--- src/rtl/fmdll_pkg.sv ---
// fmdll_pkg: shared FSM state, PD direction and clock-mux select encodings for the FMDLL lock controller
package fmdll_pkg;
  typedef enum logic [2:0] {IDLE = 3'd0, COARSE = 3'd1, FINE = 3'd2, LOCKED = 3'd3} state_t;
  typedef enum logic [1:0] {NONE, UP, DN} dir_t;
  localparam logic [1:0] SEL_FB = 2'b00, SEL_REF = 2'b01, SEL_OFF = 2'b10;
endpackage

--- src/rtl/fmdll_lock_ctrl_if.sv ---
// fmdll_lock_ctrl_if: phase-detector sample bus (pd_valid strobe with pd_lead/pd_lag decisions)
//   master: drives the PD sample; slave: the lock controller consuming it
interface fmdll_lock_ctrl_if;
  logic pd_valid, pd_lead, pd_lag;
  modport master(output pd_valid, pd_lead, pd_lag);
  modport slave(input pd_valid, pd_lead, pd_lag);
endinterface

--- src/rtl/fmdll_mdiv.sv ---
// fmdll_mdiv: captures the injection period M (0 read as 1) and pulses div_m at the end of each period
//   CLK_exit, rst_n : clock, async active-low reset
//   M, cfg_load     : period input, capture/restart pulse
//   div_m           : high when the period counter sits at Mq-1
module fmdll_mdiv #(parameter int M_W = 2) (
  input  logic           CLK_exit,
  input  logic           rst_n,
  input  logic [M_W-1:0] M,
  input  logic           cfg_load,
  output logic           div_m
);
  logic [M_W-1:0] mq, cnt;
  logic first, tc;
  assign tc = cnt == mq - 1'b1;
  // first is still set during the cycle after reset release, which keeps div_m at its reset value of 0
  assign div_m = !first && tc;
  always_ff @(posedge CLK_exit or negedge rst_n)
    if (!rst_n) begin
      mq <= M_W'(1);
      cnt <= '0;
      first <= 1'b1;
    end else begin
      first <= 1'b0;
      if (first || cfg_load) begin
        mq <= M == '0 ? M_W'(1) : M;
        cnt <= '0;
      end else cnt <= tc ? '0 : cnt + 1'b1;
    end
endmodule

--- src/rtl/fmdll_lock_ctrl.sv ---
// fmdll_lock_ctrl: FMDLL lock controller - reference-injection select, binary-search then tracking of the DCDL code, lock detect
//   CLK_exit, rst_n : sole clock, async active-low reset
//   M, cfg_load     : injection period, capture/restart pulse
//   pd              : phase-detector sample bus (slave modport)
//   freeze          : present only with FMDLL_FREEZE_EN; holds code/counters while LOCKED
//   Sel, DIV_M      : clock-mux select (00 fb, 01 ref, 10 off), end-of-period pulse
//   code, locked    : DCDL delay code, lock indicator
//   state           : FSM state for debug
module fmdll_lock_ctrl
  import fmdll_pkg::*;
#(
  parameter int M_W        = 2,
  parameter int CODE_W     = 6,
  parameter int LOCK_CNT   = 8,
  parameter int UNLOCK_RUN = 4
) (
  input  logic              CLK_exit,
  input  logic              rst_n,
  input  logic [M_W-1:0]    M,
  input  logic              cfg_load,
`ifdef FMDLL_FREEZE_EN
  input  logic              freeze,
`endif
  fmdll_lock_ctrl_if.slave  pd,
  output logic [1:0]        Sel,
  output logic              DIV_M,
  output logic [CODE_W-1:0] code,
  output logic              locked,
  output logic [2:0]        state
);
  localparam int IDX_W = CODE_W > 1 ? $clog2(CODE_W) : 1;
  localparam logic [3:0] UR = 4'(UNLOCK_RUN);
  localparam logic [7:0] LC = 8'(LOCK_CNT);
  state_t st, st_n;
  dir_t dir, last, last_n;
  logic [CODE_W-1:0] code_n;
  logic [IDX_W-1:0] idx, idx_n;
  logic [3:0] run, run_n;
  logic [7:0] lcnt, lcnt_n;
  logic smp, frz;
`ifdef FMDLL_FREEZE_EN
  assign frz = freeze && st == LOCKED;
`else
  assign frz = 1'b0;
`endif
  fmdll_mdiv #(.M_W(M_W)) u_mdiv (.CLK_exit(CLK_exit), .rst_n(rst_n), .M(M), .cfg_load(cfg_load), .div_m(DIV_M));
  assign smp = pd.pd_valid && !frz;
  assign dir = pd.pd_lead && !pd.pd_lag ? UP : pd.pd_lag && !pd.pd_lead ? DN : NONE;
  assign Sel = st == IDLE ? SEL_OFF : DIV_M ? SEL_REF : SEL_FB;
  assign locked = st == LOCKED;
  assign state = st;
  always_comb begin
    st_n = st;
    code_n = code;
    idx_n = idx;
    run_n = run;
    lcnt_n = lcnt;
    last_n = last;
    if (cfg_load || st == IDLE) begin
      st_n = cfg_load ? IDLE : COARSE;
      run_n = '0;
      lcnt_n = '0;
      last_n = NONE;
      if (!cfg_load) begin
        code_n = {1'b1, {(CODE_W-1){1'b0}}};
        idx_n = IDX_W'(CODE_W-1);
      end
    end else if (st == COARSE && smp) begin
      code_n[idx] = !pd.pd_lag;
      if (idx == '0) st_n = FINE;
      else begin
        code_n[idx-1'b1] = 1'b1;
        idx_n = idx - 1'b1;
      end
    end else if ((st == FINE || st == LOCKED) && smp) begin
      code_n = dir == UP ? (&code ? code : code + 1'b1) : dir == DN ? (|code ? code - 1'b1 : code) : code;
      // a saturated attempt still counts toward the run; run saturates at the unlock threshold
      run_n = dir == NONE ? 4'd0 : dir == last ? (run >= UR ? run : run + 1'b1) : 4'd1;
      // any sample that does not extend a trend (hold or new direction) counts toward lock
      lcnt_n = run_n >= 4'd2 ? 8'd0 : &lcnt ? lcnt : lcnt + 1'b1;
      last_n = dir;
      if (st == FINE && lcnt_n >= LC) st_n = LOCKED;
      if (st == LOCKED && run_n >= UR) begin
        st_n = FINE;
        lcnt_n = '0;
      end
    end
  end
  always_ff @(posedge CLK_exit or negedge rst_n)
    if (!rst_n) begin
      st <= IDLE;
      code <= '0;
      idx <= '0;
      run <= '0;
      lcnt <= '0;
      last <= NONE;
    end else begin
      st <= st_n;
      code <= code_n;
      idx <= idx_n;
      run <= run_n;
      lcnt <= lcnt_n;
      last <= last_n;
    end
endmodule

--- src/flat_wrapper.sv ---
// flat-port wrapper written by rule: the top's interface ports become plain ports
module fmdll_lock_ctrl_flat import fmdll_pkg::*;
#(
  parameter int M_W        = 2,
  parameter int CODE_W     = 6,
  parameter int LOCK_CNT   = 8,
  parameter int UNLOCK_RUN = 4
)
  (CLK_exit, rst_n, M, cfg_load, Sel, DIV_M, code, locked, state, pd_pd_valid, pd_pd_lead, pd_pd_lag);
  fmdll_lock_ctrl_if pd_i ();
  input  logic CLK_exit;
  input  logic rst_n;
  input  logic [M_W-1:0] M;
  input  logic cfg_load;
  output logic [1:0] Sel;
  output logic DIV_M;
  output logic [CODE_W-1:0] code;
  output logic locked;
  output logic [2:0] state;
  input wire logic [$bits(pd_i.pd_valid)-1:0] pd_pd_valid;
  input wire logic [$bits(pd_i.pd_lead)-1:0] pd_pd_lead;
  input wire logic [$bits(pd_i.pd_lag)-1:0] pd_pd_lag;
  assign pd_i.pd_valid = pd_pd_valid;
  assign pd_i.pd_lead = pd_pd_lead;
  assign pd_i.pd_lag = pd_pd_lag;
  fmdll_lock_ctrl #(.M_W(M_W), .CODE_W(CODE_W), .LOCK_CNT(LOCK_CNT), .UNLOCK_RUN(UNLOCK_RUN)) u_core (.CLK_exit(CLK_exit), .rst_n(rst_n), .M(M), .cfg_load(cfg_load), .pd(pd_i), .Sel(Sel), .DIV_M(DIV_M), .code(code), .locked(locked), .state(state));
endmodule
--- config.mk ---
export PLATFORM = sky130hd
export DESIGN_NAME = fmdll_lock_ctrl_flat
export DESIGN_NICKNAME = d
export VERILOG_FILES = /design/src/rtl/fmdll_pkg.sv /design/src/rtl/fmdll_lock_ctrl_if.sv /design/src/rtl/fmdll_mdiv.sv /design/src/rtl/fmdll_lock_ctrl.sv /design/src/flat_wrapper.sv
export SDC_FILE = /design/constraint.sdc
export NUM_CORES = 1
export LEC_CHECK = 0
export CAP_MARGIN = 20
export CORE_ASPECT_RATIO = 0.7
export CORE_MARGIN = 5
export CORE_UTILIZATION = 50
export CTS_CLUSTER_DIAMETER = 40
export DETAILED_ROUTE_END_ITERATION = 6
export PLACE_DENSITY = 0.74
export SYNTH_ARGS = -nofsm -noshare
export SYNTH_HDL_FRONTEND = slang
export SYNTH_SLANG_ARGS = --single-unit
--- constraint.sdc ---
create_clock -name CLK_exit -period 2.1 [get_ports CLK_exit]
set_clock_uncertainty 0.05 [all_clocks]
set_input_delay 0.42 -clock CLK_exit [delete_from_list [all_inputs] [get_ports CLK_exit]]
set_output_delay 0.42 -clock CLK_exit [all_outputs]
set_load 0.01 [all_outputs]
* Word level (Yosys, flattened, before mapping)
Cells that the tools add are included.
** Word-level totals
- Word-level logic and storage cells :: 116
- Register bits :: 31
** Operators by class
- Add/subtract/negate cells :: 7
- Muxes and demuxes :: 47
- Bitwise operators :: 1
- Equal/unequal tests :: 12
- Magnitude comparators :: 8
- Reductions and logical operators :: 32
** Operators by type and width (count)
- 6-bit two-way mux :: 9
- 8-bit two-way mux :: 6
- 3-bit two-way mux :: 10
- 4-bit two-way mux :: 6
- 2-bit two-way mux :: 9
- 4-bit nonzero test :: 3
- 1-bit logical AND :: 9
- 8-bit by 1-bit adder with 8-bit output (second input constant) :: 1
- 4-bit by 3-bit >= comparator with 1-bit output (second input constant) :: 2
- 8-bit by 4-bit >= comparator with 1-bit output (second input constant) :: 1
- 3-bit by 4-bit less-than comparator with 1-bit output (second input constant) :: 2
- 8-bit AND reduction :: 1
- 6-bit by 1-bit adder with 6-bit output (second input constant) :: 1
- 6-bit bitwise mux :: 1
- 1-bit demux with 3-bit select :: 2
- 3-bit by 2-bit equality test with 1-bit output (second input constant) :: 2
- 3-bit by 1-bit >= comparator with 1-bit output (second input constant) :: 2
- 3-bit zero test :: 2
- 6-bit OR :: 1
- 3-bit AND reduction :: 2
- 6-bit AND reduction :: 1
- 6-bit OR reduction :: 1
- 6-bit by 1-bit subtractor with 6-bit output (second input constant) :: 1
- 5-bit AND reduction :: 1
- other kinds (20) :: 31

* Longest topological paths before layout
- Word-level depth :: 16
- Gate-level depth with buffers :: 9

* Cells and area by module
From an unflattened synthesis, not the netlist that was laid out.
** Unflattened totals
- Cells, all modules :: 248
- Area total of the unflattened synthesis :: 2140.8 µm²
** By module, submodules not included
- fmdll_lock_ctrl :: cells an instance 230, area each 1894.3 µm², seq. area each 625.6 µm², instances 1
- fmdll_mdiv :: cells an instance 18, area each 246.5 µm², seq. area each 127.6 µm², instances 1

* Worst setup path after synthesis
Ideal clock, no wire load.
- Path kind :: input-to-reg
- Start point :: input port pd_pd_lag
- End point :: register u_core.code[5]
- Data required time :: 1.921 ns
- Buffers on the path :: 0
- Arrival time :: 2.225 ns
- Path slack :: -0.304 ns
- Setup time :: 0.129 ns
- Stages on the path :: 9
- Cells stage by stage :: inv_1 -> ha_1 -> inv_1 -> ha_1 -> a21o_1 -> a221oi_1 -> mux2i_1 -> o221ai_1 -> a211oi_2
** On the way
- Word-level cells in the longest chain between the ends :: 8
** Ends and longest elaborated chain
- start: declaration :: line flat_wrapper.sv:22 : input wire logic [$bits(pd_i.pd_lag)-1:0] pd_pd_lag;
- 1-bit logical AND or 1-bit zero test (tied branches) :: line fmdll_lock_ctrl.sv:48, fmdll_lock_ctrl.sv:69
- 2-bit two-way mux or 1-bit logical AND (tied branches) :: line fmdll_lock_ctrl.sv:48 : assign dir = pd.pd_lead && !pd.pd_lag ? UP : pd.pd_lag && !pd.pd_lead ? DN : NONE;
- 2-bit two-way mux :: line fmdll_lock_ctrl.sv:48
- 2-bit by 1-bit equality test with 1-bit output :: line fmdll_lock_ctrl.sv:76 : code_n = dir == UP ? (&code ? code : code + 1'b1) : dir == DN ? (|code ? code - 1'b1 : code) : code;
- 6-bit two-way mux :: line fmdll_lock_ctrl.sv:76
- 6-bit two-way mux :: line fmdll_lock_ctrl.sv:75 : end else if ((st == FINE || st == LOCKED) && smp) begin
- 6-bit two-way mux :: line fmdll_lock_ctrl.sv:68 : end else if (st == COARSE && smp) begin
- 6-bit two-way mux :: line fmdll_lock_ctrl.sv:59 : if (cfg_load || st == IDLE) begin
- end signal: assignment :: line fmdll_lock_ctrl.sv:99 : code <= code_n;
- end: declaration :: line fmdll_lock_ctrl.sv:27 : output logic [CODE_W-1:0] code,
Parallel ways exist; a longest one is shown, timed or not. The select of a mux whose other input is x is not followed.
A chain may end at the register's enable or synchronous reset.

* Worst setup path in the final report
- Start point :: input port pd_pd_lead
- End point :: register u_core.code[5]
** On the way
- Word-level cells in the longest chain between the ends :: 9
** Ends and longest elaborated chain
- start: declaration :: line flat_wrapper.sv:21 : input wire logic [$bits(pd_i.pd_lead)-1:0] pd_pd_lead;
- 1-bit zero test :: line fmdll_lock_ctrl.sv:48
- 1-bit logical AND :: line fmdll_lock_ctrl.sv:48
- 2-bit two-way mux :: line fmdll_lock_ctrl.sv:48
- 2-bit two-way mux * :: line fmdll_lock_ctrl.sv:48
- 2-bit by 1-bit equality test with 1-bit output :: line fmdll_lock_ctrl.sv:76
- 6-bit two-way mux :: line fmdll_lock_ctrl.sv:76
- 6-bit two-way mux :: line fmdll_lock_ctrl.sv:75
- 6-bit two-way mux :: line fmdll_lock_ctrl.sv:68
- 6-bit two-way mux :: line fmdll_lock_ctrl.sv:59
Every way passes the cells marked *; elsewhere a longest branch is shown, timed or not. The select of a mux whose other input is x is not followed.

==> flow_summary_export.csv <==
group,metric,value,unit
layout,n_antenna_cell,0,
sta,max_freq,485,MHz
clocking,cts_tree,"done",
critical_path,cp-start-kind,"primary input",
sta,hold_viol_final,0,
critical_path,worst_path_max_delay_cell,"a221oi_2",
synth,synth_edf_count,0,
power,powerDensity,951,nW/um^2
sta,post-route-worst-setup-slack,0.0387,ns
synth,synth_warnings,0,
clocking,max-clock-path-buffers,2,
synth,async_reset_ff_frac,1.00,
critical_path,required,2.22,ns
clocking,postCtsHoldBufs,0,
die,core-area,4250,um^2
flow_run,max_cap_violations,0,
die,die_y,65.1,um
sta,post-route-period-util,0.982,
global_route,grt_pass1_wl,9670,um
die,initial_core_util,0.510,
place,place_area,2790,um^2
layout,final_common_cell,"buf_4",
global_route,antenna_found_initial,0,
clocking,numCtsBuffers,5,
synth,synth-seq-cells,30,
sta,worst_pin_slew,0.501,ns
global_route,grt_max_degree,31,
synth,syn_avg_cell_area,8.74,um^2
global_route,gr-total-overflow,0,
synth,synth_cell_type_count,63,
critical_path,critical_path_class,"in -> reg",
clocking,root_buffer,"clkbuf_8",
layout,fin_nets,334,
routing,drtIter0Drc,198,
critical_path,path_cells,"clkdlybuf4s15_1 -> ha_4 -> inv_4 -> ha_1 -> a21o_1 -> a221oi_2 -> mux2i_1 -> o221ai_2 -> a211oi_2",
die,ios,21,
layout,area_growth,37.4,%
critical_path,path_max_fanout,5,
place,portBuffers,19,
outcome,status,"completed",
critical_path,crit_arrival,2.18,ns
critical_path,cp_slowest_stage_delay,0.32,ns
sta,setup_viol,0,
critical_path,setup.worst_path.end_class,"flop",
global_route,grt_pass1_vias,1977,
sta,fin_crit,2.06,ns
clocking,clk_pin_slew,0.07,ns
layout,final_cell_area,2980,um^2
die,rows,20,
clocking,cts.sinks,30,
hold_path,hp-class,"reg -> reg",
power,leakagePower,1.31,nW
layout,fin_util,0.700,
place,place_congestion,0.930,
clocking,htreeDepth,2,
synth,ys_seq_area_frac,0.347,
sta,rsz0062_at_grt,"no",
routing,vias_per_cell,5.88,
routing,ant_nets,0,
layout,drive_above_1_share,0.301,
routing,drt-wirelength-per-cell,16.2,um
synth,ys.flop_type,"dfrtp_1",
synth,synth_area,2170,um^2
layout,layout_common_cells,"50 x buf_4, 27 x dfrtp_1, 21 x nand2_1",
routing,drt_wl_total,6020,um
synth,syn_inst,248,
die,die-width,88.7,um
die,dieArea,5770,um^2
sta,slew-limit-headroom,0.662,
global_route,gr-usage-all-layers,0.217,
place,place_ws,-0.622,ns
routing,drc,0,
sta,slew_violations,0,
place,dp_hpwl,4380,um
routing,num_vias,2183,
routing,dr.pass1.iters,7,
clocking,clk-insertion-delay-late,0.29,ns
power,vdd_ir_drop_max,748,uV
-- state kept, by name, summed over array words and instances, names as in the netlist --
name                 count
u_core.code              6
u_core.idx               3
u_core.last              2
u_core.lcnt              8
u_core.run               4
u_core.state             2
u_core.u_mdiv.cnt        2
u_core.u_mdiv.first      1
u_core.u_mdiv.mq         2
-- final cells by class --
class	count	area, um^2
Inverter	13	51.3
Multi-Input combinational cell	196	1440
Clock buffer	5	68.8
Timing Repair Buffer	69	554
Sequential cell	30	754
Tap cell	55	68.8
Clock inverter	3	40.0
Fill cell	325	1270
-- cell families (layout without fill, tap and decap cells) --
| logic type | count (synthesis) | count (layout) | share of synthesized area |
|---|---|---|---|
| adder cells (fa/ha/maj) | 11 | 11 | 0.0669 |
| other | 1 | 2 | 0.00173 |
| buffers and inverters | 23 | 90 | 0.0456 |
| AO/OA/AOI/OAI | 74 | 74 | 0.231 |
| multiplexers | 10 | 10 | 0.0502 |
| XOR/XNOR | 8 | 8 | 0.0323 |
| AND/OR/NAND/NOR | 91 | 91 | 0.224 |
| flip-flops | 30 | 30 | 0.347 |
-- worst max-delay path, delay by kind of cell --
family	cells	cell delay (ns)
compound gates	4	0.81
buf+inv	2	0.34
mux	1	0.15
fa+ha+maj	2	0.45
-- repair_timing --
action,CTS,global route
setup endpoints to repair,16,9
resized for setup,9,17
pin swaps,3,8
setup buffers,0,3
-- cells in the mapped netlist (3+ instances only) --
cell / number / area (um^2)
a31oi_1: 8 / 50.1
xor2_1: 4 / 35.0
dfrtp_1: 28 / 701
inv_1: 11 / 41.3
o311ai_0: 4 / 35.0
nor3b_1: 5 / 37.5
mux2_2: 3 / 33.8
and2_1: 4 / 25.0
mux2i_1: 6 / 60.1
nand3_1: 4 / 20.0
clkbuf_1: 7 / 26.3
xnor2_1: 4 / 35.0
a21oi_1: 12 / 60.1
nor2b_1: 5 / 31.3
nand4_1: 3 / 18.8
o21ai_0: 18 / 90.1
ha_1: 10 / 125
a21o_1: 3 / 22.5
o31ai_1: 5 / 37.5
or3_1: 4 / 25.0
nand3b_1: 4 / 30.0
nor2_1: 19 / 71.3
nand2_1: 21 / 78.8
nor3_1: 8 / 40.0
-- routing by layer --
| layer | wire length (um) | track usage | vias to the layer above |
|---|---|---|---|
| met5 | 0 | 0 | - |
| met4 | 53 | 0.0679 | 0 |
| met3 | 415 | 0.0388 | 6 |
| met2 | 2500 | 0.299 | 104 |
| met1 | 3060 | 0.339 | 1023 |
| li1 | - | - | 1050 |
-- per-stage QoR --
stage | instances | hold WS, ns | setup TNS [ns] | total power [mW]
final | 371 | 0.424 | 0 | 2.83
after floorplan | 249 | 0.0744 | 0 | 1.55
after CTS | 368 | 0.430 | 0 | 2.76
after detailed placement | 360 | 0.420 | -7.11 | 2.15
after global routing | 371 | 0.456 | 0 | 3.00
after global placement | 360 | 0.420 | -6.65 | 2.13
-- power breakdown --
group | total (mW) | switching (mW) | internal [mW]
combinational | 1.52 | 0.742 | 0.778
sequential | 0.725 | 0.0696 | 0.655
clock | 0.589 | 0.240 | 0.349
-- worst paths after layout --
| check | start | to | slack (ns) | cells after the start |
|---|---|---|---|---|
| setup / recovery | pd_pd_lead | u_core.code[5]$_DFFE_PN0P_ | 0.04 | 9 |
| hold / removal | u_core.u_mdiv.mq[1]$_DFFE_PN0N_ | u_core.u_mdiv.cnt[1]$_DFF_PN0_ | 0.42 | 1 |
| setup reg to reg | u_core.code[1]$_DFFE_PN0P_ | u_core.code[4]$_DFFE_PN0P_ | 0.09 | 6 |
| hold reg to reg | u_core.u_mdiv.mq[1]$_DFFE_PN0N_ | u_core.u_mdiv.cnt[1]$_DFF_PN0_ | 0.42 | 1 |
| max in group asynchronous | rst_n | u_core.u_mdiv.mq[0]$_DFFE_PN1N_ | 1.20 | 2 |
| min in group asynchronous | rst_n | u_core.run[1]$_DFFE_PN0P_ | 0.47 | 2 |
Power figures use the tool's default switching activity.
